[src/rtl/fxp_sum_accumulator.sv]
// ---------------------------------------------------------------------------
// fxp_sum_accumulator
//
// Sums N_SAMPLES unsigned Q9.4 samples into a saturating Q(ACC_INT_W).4 frame
// total. Samples arrive on a valid/ready stream. Each completed total is
// presented on a valid/ready output together with a sticky saturation flag.
// While a total is waiting to be taken, the block accepts no input.
//
// Ports
//   clk             rising-edge clock
//   rst_n           asynchronous active-low reset
//   clear           synchronous discard of the partial frame or the held total
//   in_valid        input sample valid
//   in_ready        block can accept a sample (registered)
//   in_integer      sample integer part, 9 bits
//   in_fractional   sample fraction, 1/16 units
//   out_valid       frame total valid (registered)
//   out_ready       downstream accepts the total
//   out_integer     total integer part, ACC_INT_W bits
//   out_fractional  total fraction, 1/16 units
//   out_overflow    frame saturated; qualified by out_valid
//   sample_cnt      samples accepted in the current frame
// ---------------------------------------------------------------------------
module fxp_sum_accumulator #(
    parameter int unsigned N_SAMPLES = 8,
    parameter int unsigned ACC_INT_W = 16
) (
    input  logic                 clk,
    input  logic                 rst_n,
    input  logic                 clear,
    input  logic                 in_valid,
    output logic                 in_ready,
    input  logic [8:0]           in_integer,
    input  logic [3:0]           in_fractional,
    output logic                 out_valid,
    input  logic                 out_ready,
    output logic [ACC_INT_W-1:0] out_integer,
    output logic [3:0]           out_fractional,
    output logic                 out_overflow,
    output logic [7:0]           sample_cnt
);

    localparam int unsigned ACC_W    = ACC_INT_W + 4;
    localparam logic [7:0]  LAST_CNT = 8'(N_SAMPLES - 1);

    typedef enum logic [0:0] {
        ST_ACCUM = 1'b0,
        ST_HOLD  = 1'b1
    } state_t;

    state_t               state_r;
    state_t               state_s;
    logic [ACC_W-1:0]     acc_r;
    logic [ACC_W-1:0]     acc_s;
    logic                 sat_r;
    logic                 sat_s;
    logic [7:0]           cnt_r;
    logic [7:0]           cnt_s;
    logic                 load_out_s;
    logic                 in_ready_r;
    logic                 out_valid_r;
    logic [ACC_INT_W-1:0] out_integer_r;
    logic [3:0]           out_fractional_r;
    logic                 out_overflow_r;

    logic [ACC_W-1:0]     sample_s;
    logic [ACC_W:0]       sum_s;
    logic [ACC_W-1:0]     sat_sum_s;
    logic                 accept_s;

    // Sample widening, wide sum and clamp to all-ones on carry out of the accumulator
    always_comb begin
        sample_s  = ACC_W'({in_integer, in_fractional});
        sum_s     = {1'b0, acc_r} + {1'b0, sample_s};
        if (sum_s[ACC_W]) begin
            sat_sum_s = {ACC_W{1'b1}};
        end else begin
            sat_sum_s = sum_s[ACC_W-1:0];
        end
        // clear drops any sample presented in the same cycle
        accept_s = in_valid & in_ready_r & ~clear & (state_r == ST_ACCUM);
    end

    // Next-state, accumulator and counter update
    always_comb begin
        state_s    = state_r;
        acc_s      = acc_r;
        sat_s      = sat_r;
        cnt_s      = cnt_r;
        load_out_s = 1'b0;
        if (clear) begin
            state_s = ST_ACCUM;
            acc_s   = {ACC_W{1'b0}};
            sat_s   = 1'b0;
            cnt_s   = 8'd0;
        end else begin
            case (state_r)
                ST_ACCUM: begin
                    if (accept_s) begin
                        acc_s = sat_sum_s;
                        sat_s = sat_r | sum_s[ACC_W];
                        cnt_s = cnt_r + 8'd1;
                        if (cnt_r == LAST_CNT) begin
                            load_out_s = 1'b1;
                            state_s    = ST_HOLD;
                        end else begin
                            state_s    = ST_ACCUM;
                        end
                    end else begin
                        state_s = ST_ACCUM;
                    end
                end
                ST_HOLD: begin
                    // Handoff only; the next frame's first sample waits for in_ready
                    if (out_valid_r && out_ready) begin
                        state_s = ST_ACCUM;
                        acc_s   = {ACC_W{1'b0}};
                        sat_s   = 1'b0;
                        cnt_s   = 8'd0;
                    end else begin
                        state_s = ST_HOLD;
                    end
                end
                default: begin
                    state_s = ST_ACCUM;
                    acc_s   = {ACC_W{1'b0}};
                    sat_s   = 1'b0;
                    cnt_s   = 8'd0;
                end
            endcase
        end
    end

    // State, accumulator and handshake registers
    always_ff @(posedge clk or negedge rst_n) begin
        if (!rst_n) begin
            state_r     <= ST_ACCUM;
            acc_r       <= {ACC_W{1'b0}};
            sat_r       <= 1'b0;
            cnt_r       <= 8'd0;
            in_ready_r  <= 1'b0;
            out_valid_r <= 1'b0;
        end else begin
            state_r     <= state_s;
            acc_r       <= acc_s;
            sat_r       <= sat_s;
            cnt_r       <= cnt_s;
            in_ready_r  <= (state_s == ST_ACCUM);
            out_valid_r <= (state_s == ST_HOLD);
        end
    end

    // Output total register, loaded by the frame's final accept and held afterwards
    always_ff @(posedge clk or negedge rst_n) begin
        if (!rst_n) begin
            out_integer_r    <= {ACC_INT_W{1'b0}};
            out_fractional_r <= 4'd0;
            out_overflow_r   <= 1'b0;
        end else if (load_out_s) begin
            out_integer_r    <= acc_s[ACC_W-1:4];
            out_fractional_r <= acc_s[3:0];
            out_overflow_r   <= sat_s;
        end else begin
            out_integer_r    <= out_integer_r;
            out_fractional_r <= out_fractional_r;
            out_overflow_r   <= out_overflow_r;
        end
    end

    assign in_ready       = in_ready_r;
    assign out_valid      = out_valid_r;
    assign out_integer    = out_integer_r;
    assign out_fractional = out_fractional_r;
    assign out_overflow   = out_overflow_r;
    assign sample_cnt     = cnt_r;

endmodule

[config.mk]
export PLATFORM = sky130hd
export DESIGN_NAME = fxp_sum_accumulator
export DESIGN_NICKNAME = d
export VERILOG_FILES = /design/src/rtl/fxp_sum_accumulator.sv
export SDC_FILE = /design/constraint.sdc
export NUM_CORES = 1
export LEC_CHECK = 0
export CAP_MARGIN = 20
export CORE_MARGIN = 5
export CORE_UTILIZATION = 28
export DETAILED_ROUTE_END_ITERATION = 10
export GPL_ROUTABILITY_DRIVEN = 1
export GPL_TIMING_DRIVEN = 0
export SETUP_SLACK_MARGIN = 0.02
export SYNTH_ARGS = -nofsm -noshare
export SYNTH_HDL_FRONTEND = slang
export SYNTH_SLANG_ARGS = --single-unit
[constraint.sdc]
create_clock -name clk -period 3.25 [get_ports clk]
set_input_delay 0.8125 -clock clk [delete_from_list [all_inputs] [get_ports clk]]
set_output_delay 0.8125 -clock clk [all_outputs]
set_load 0.01 [all_outputs]
==> Yosys cells after proc, flatten, opt, wreduce, memory -nomap -nowiden <==
Cells that the tools add are included.
{ "classes": {"add_sub_neg": 2, "n_eq_ne": 3, "muxes": 20, "bitwise_logic": 7, "n_reduce_logical": 2} }
{ "op_table": {"columns": ["op", "count"], "rows": [
  ["$mux W20", 4],
  ["$pmux W20 S2", 1],
  ["$mux W8", 3],
  ["$add A20 B13 Y21", 1],
  ["$pmux W8 S2", 1],
  ["$mux W1", 9],
  ["$add A8 B1 Y8 const B", 1],
  ["$eq A8 B3 Y1 const B", 1],
  ["$pmux W1 S2", 2],
  ["$and A1 B1 Y1", 3],
  ["$ne A3 B2 Y1 const B", 1],
  ["$ne A3 B3 Y1 const B", 1],
  ["$not A1 Y1", 3],
  ["$reduce_and A2 Y1", 1],
  ["$logic_and A1 B1 Y1", 1],
  ["$or A1 B1 Y1", 1]
]} }
{ "totals": {"reg_bits": 52, "in_bits": 18, "out_inout_bits": 31, "elab_cells": 42} }

==> Depth between registers and ports, before layout <==
{ "depth": {"ltp_word": 7, "mapped_depth": 9, "mapped_depth_nobuf": 8} }

==> Least setup slack after synthesis <==
No wires, ideal clock.
{ "synth_path": {"kind": "input to register", "from": "in in_fractional[0]", "to": "reg out_integer_r[14], in the netlist out_integer[14]", "setup_time_ns": 0.125, "arrival_time_ns": 2.990, "required_time_ns": 3.125, "path_slack_ns": 0.135, "cell_stages": 8, "path_buffers": 0, "path_cell_list": "ha_1 fa_1 a211oi_1 o211ai_2 a211oi_1 nor2_1 or3_4 mux2_4"} }
{ "synth_between": {"elab_chain_len": 5} }
{ "synth_rtl": {"columns": ["item", "line", "rtl"], "rows": [
  ["start: declaration", "34", "input logic [3:0] in_fractional,"],
  ["$add A20 B13 Y21", "74", "sum_s = {1'b0, acc_r} + {1'b0, sample_s};"],
  ["$mux W20", "75", "if (sum_s[ACC_W]) begin"],
  ["$mux W20", "99", "if (accept_s) begin"],
  ["$pmux W20 S2", "97", "case (state_r)"],
  ["$mux W20", "91", "if (clear) begin"],
  ["net acc_s[18]", "54", "logic [ACC_W-1:0] acc_s;"],
  ["end signal: assignment", "156", "out_integer_r <= {ACC_INT_W{1'b0}};"],
  ["end signal: assignment", "160", "out_integer_r <= acc_s[ACC_W-1:4];"],
  ["end signal: assignment", "164", "out_integer_r <= out_integer_r;"],
  ["end: declaration", "62", "logic [ACC_INT_W-1:0] out_integer_r;"]
]} }
The timed path passes the listed nets, and every way through them passes these cells.
A chain may end at the register's enable or synchronous reset.

==> Final worst setup path <==
Same ends and word-level chain as after synthesis.

==> results.toml <==
[yosys]
netlist_instances = 308
syn_area_um2 = 2910
syn_avg_cell_area_um2 = 9.46
synth_seq_area_share_pct = 44.7
ys_types = 54
synth_top_area_share_pct = 44.7
synthTopCellsByArea = "dfrtp_1 45%, nor2_1 7.3%, a21oi_1 7.0%, ha_1 6.0%, xnor2_1 3.0%"
synth_edf_count = 0
ys_async_sr_fraction_pct = 100
syn_nets = 341
synth-main-ff-cell = "dfrtp_1"
synth_top_area_cell = "dfrtp_1"
ys_seq_elements = 52
yosys_warnings = 0

[finish]
final_cells = 509
design_area_um2 = 3820
drive_above_1_share_pct = 11.3
area_growth_pct = 31.1
layout.nets = 405
mostFrequentLayoutCell = "nor2_1"
diodes = 0
layout_common_cells = "55 x nor2_1, 52 x dfrtp_1, 47 x clkdlybuf4s50_1"

[sta]
rsz0062_at_grt = "false"
min_period_over_period_pct = 97.3
fin_worst_skew_ns = 0.00997
setup_violations = 0
tightest_slew_ns = 0.646
fmax_ghz = 0.316
timing.hold.ws_ns = 0.420
fin_crit_ns = 3.16
slew_headroom_pct = 56.8
hold_viol = 0
slew_violations = 0
setup_slack_ns = 0.0888

[power]
p_per_area_nw_per_um2 = 441
p_leak_uw = 0.00167
vdd_drop_max_mv = 0.203

[floorplanning]
boundaryPins = 49
die_w_um = 112
fp.coreArea_um2 = 10200
row_count = 37
die_area_um2 = 12500
start_util_pct = 28.5
die-height_um = 112

[min_path]
hp-class = "input pin to async pin"

[routing]
drtIter0Drc = 149
post-route-drc-count = 0
wirelength_mm = 7.67
wl_per_cell_um = 15.1
antenna_left = 0
drt_pass1_iterations = 4
vias = 2547
avgViaCountPerCell = 5.00

[clock_tree]
insertion_delay_ns = 0.31
cts_tree = "yes"
clockRootBuffer = "clkbuf_8"
cts.sinks = 52
clockBufferDepth = 2
cts-hold-fix-buffers = 0
cts_max_level = 2
cts_buffers = 5
path_clk_slew_ns = 0.10

[placement]
dp_hpwl_mm = 5.52
place_ws_ns = -0.612
io_buffers = 48
place_area_um2 = 3580
gp_congestion = 0.819
dp_cells = 493

[setup_path]
start_kind = "input pin"
path_delay_family = "compound AO/OA/AOI/OAI gates"
crit_required_ns = 3.46
cp_max_fo = 4
critical_path_class = "input pin to register"
cp.arrival_ns = 3.37
worstPathCellList = "clkdlybuf4s50_1 -> ha_2 -> fa_2 -> a211oi_2 -> o211ai_2 -> a211oi_2 -> buf_4 -> nor2_2 -> or3_4 -> mux2_4"
critPathMaxStageDelay_ns = 0.41
cpMostUsedCell = "a211oi_2"
crit_buf_inv = 2
crit_path_end_kind = "register"
slowest_stage = "clkdlybuf4s50_1"

[global_routing]
grt_usage_pct = 12.0
antenna_found_initial = 0
gr-total-overflow = 0
busiest_layer = "met2"
grt_pass1_vias = 2515
grt_pass1_wl_mm = 12.5
use_met3_pct = 2.50
grt_max_degree = 38
met2_usage_pct = 19.9
groute.layer.met1.usage_pct = 15.9

[outcome]
status = "completed"

[flow_run]
maxCapViolCount = 0
## sequential cells by signal, indices dropped and copies added (netlist names)
signal / flops
out_fractional: 4
acc_r: 20
sat_r: 1
out_overflow: 1
in_ready: 1
sample_cnt: 8
out_valid: 1
out_integer: 16
## metrics by stage
stage | power (µW) | TNS, ns | utilization [%]
floorplan | 949 | 0 | -
global placement | 1050 | -31.54 | 34.8
detailed placement | 1060 | -15.66 | 35.0
CTS | 1680 | 0 | 36.8
global route | 1760 | 0 | 37.3
finish | 1680 | 0 | 37.3
## worst paths after layout
kind,endpoint,startpoint,cells past startpoint,slack (ns)
setup / recovery,out_integer[14],in_fractional[0],10,0.09
hold / removal,acc_r[4],rst_n,1,0.42
setup reg to reg,out_integer[14],acc_r[0],9,0.64
hold reg to reg,out_integer[11],out_integer[11],2,0.49
max in group asynchronous,acc_r[13],rst_n,2,2.29
min in group clk,out_integer[11],out_integer[11],2,0.49
## power breakdown
part           internal (µW)  switching (µW)
Clock                    385             226
Sequential               673            17.8
Combinational            170             212
Total                   1230             456
## cell type report
| cell class | count | area (µm²) |
|---|---|---|
| timing repair buffer | 57 | 553 |
| clock buffer | 5 | 68.8 |
| multi-input combinational | 239 | 1560 |
| buffer | 13 | 62.6 |
| clock inverter | 3 | 90.1 |
| sequential | 52 | 1300 |
| fill | 1002 | 6410 |
| inverter | 4 | 15.0 |
| tap | 136 | 170 |
## logic make-up (layout without fill, tap and decap cells)
kind of cell,count (synthesis),after routing,share of synthesized area [%]
adder cells (fa/ha/maj),15,15,6.70
AO/OA/AOI/OAI,96,96,21.3
XOR/XNOR,16,16,4.81
AND/OR/NAND/NOR,108,108,18.3
buffers and inverters,17,82,2.58
multiplexers,4,4,1.55
flip-flops,52,52,44.7
## per-layer routing
metal | share of wire, % | wire (µm)
met5 | 0 | 0
met4 | 1.6 | 123
met3 | 3.9 | 303
met2 | 47 | 3590
met1 | 48 | 3660
## worst reg2reg max path, delay by kind of cell (launching register included)
family	cells	cell delay (ns)
simple gates	2	0.45
flops	1	0.39
fa+ha+maj	2	0.59
compound gates	3	0.66
mux	1	0.26
buf+inv	1	0.16
## Yosys cell counts, types with 4 or more instances
cell / instances
nor3_1: 6
a21oi_1: 41
xor2_1: 6
clkbuf_1: 6
o21ai_0: 13
a211oi_1: 5
ha_1: 14
a31oi_1: 6
a21o_1: 6
dfrtp_1: 52
nand2_1: 16
buf_2: 5
nand3_1: 6
xnor2_1: 10
nor2_1: 57
inv_1: 4
## repair_timing
| action | in CTS | in global routing |
|---|---|---|
| buffers inserted | 2 | 5 |
| cloned | 0 | 1 |
| endpoints found under the setup margin | 32 | 23 |
| pin swaps | 2 | 5 |
| gates resized for setup | 5 | 5 |
Note: power is estimated with default switching activity, not from simulation.
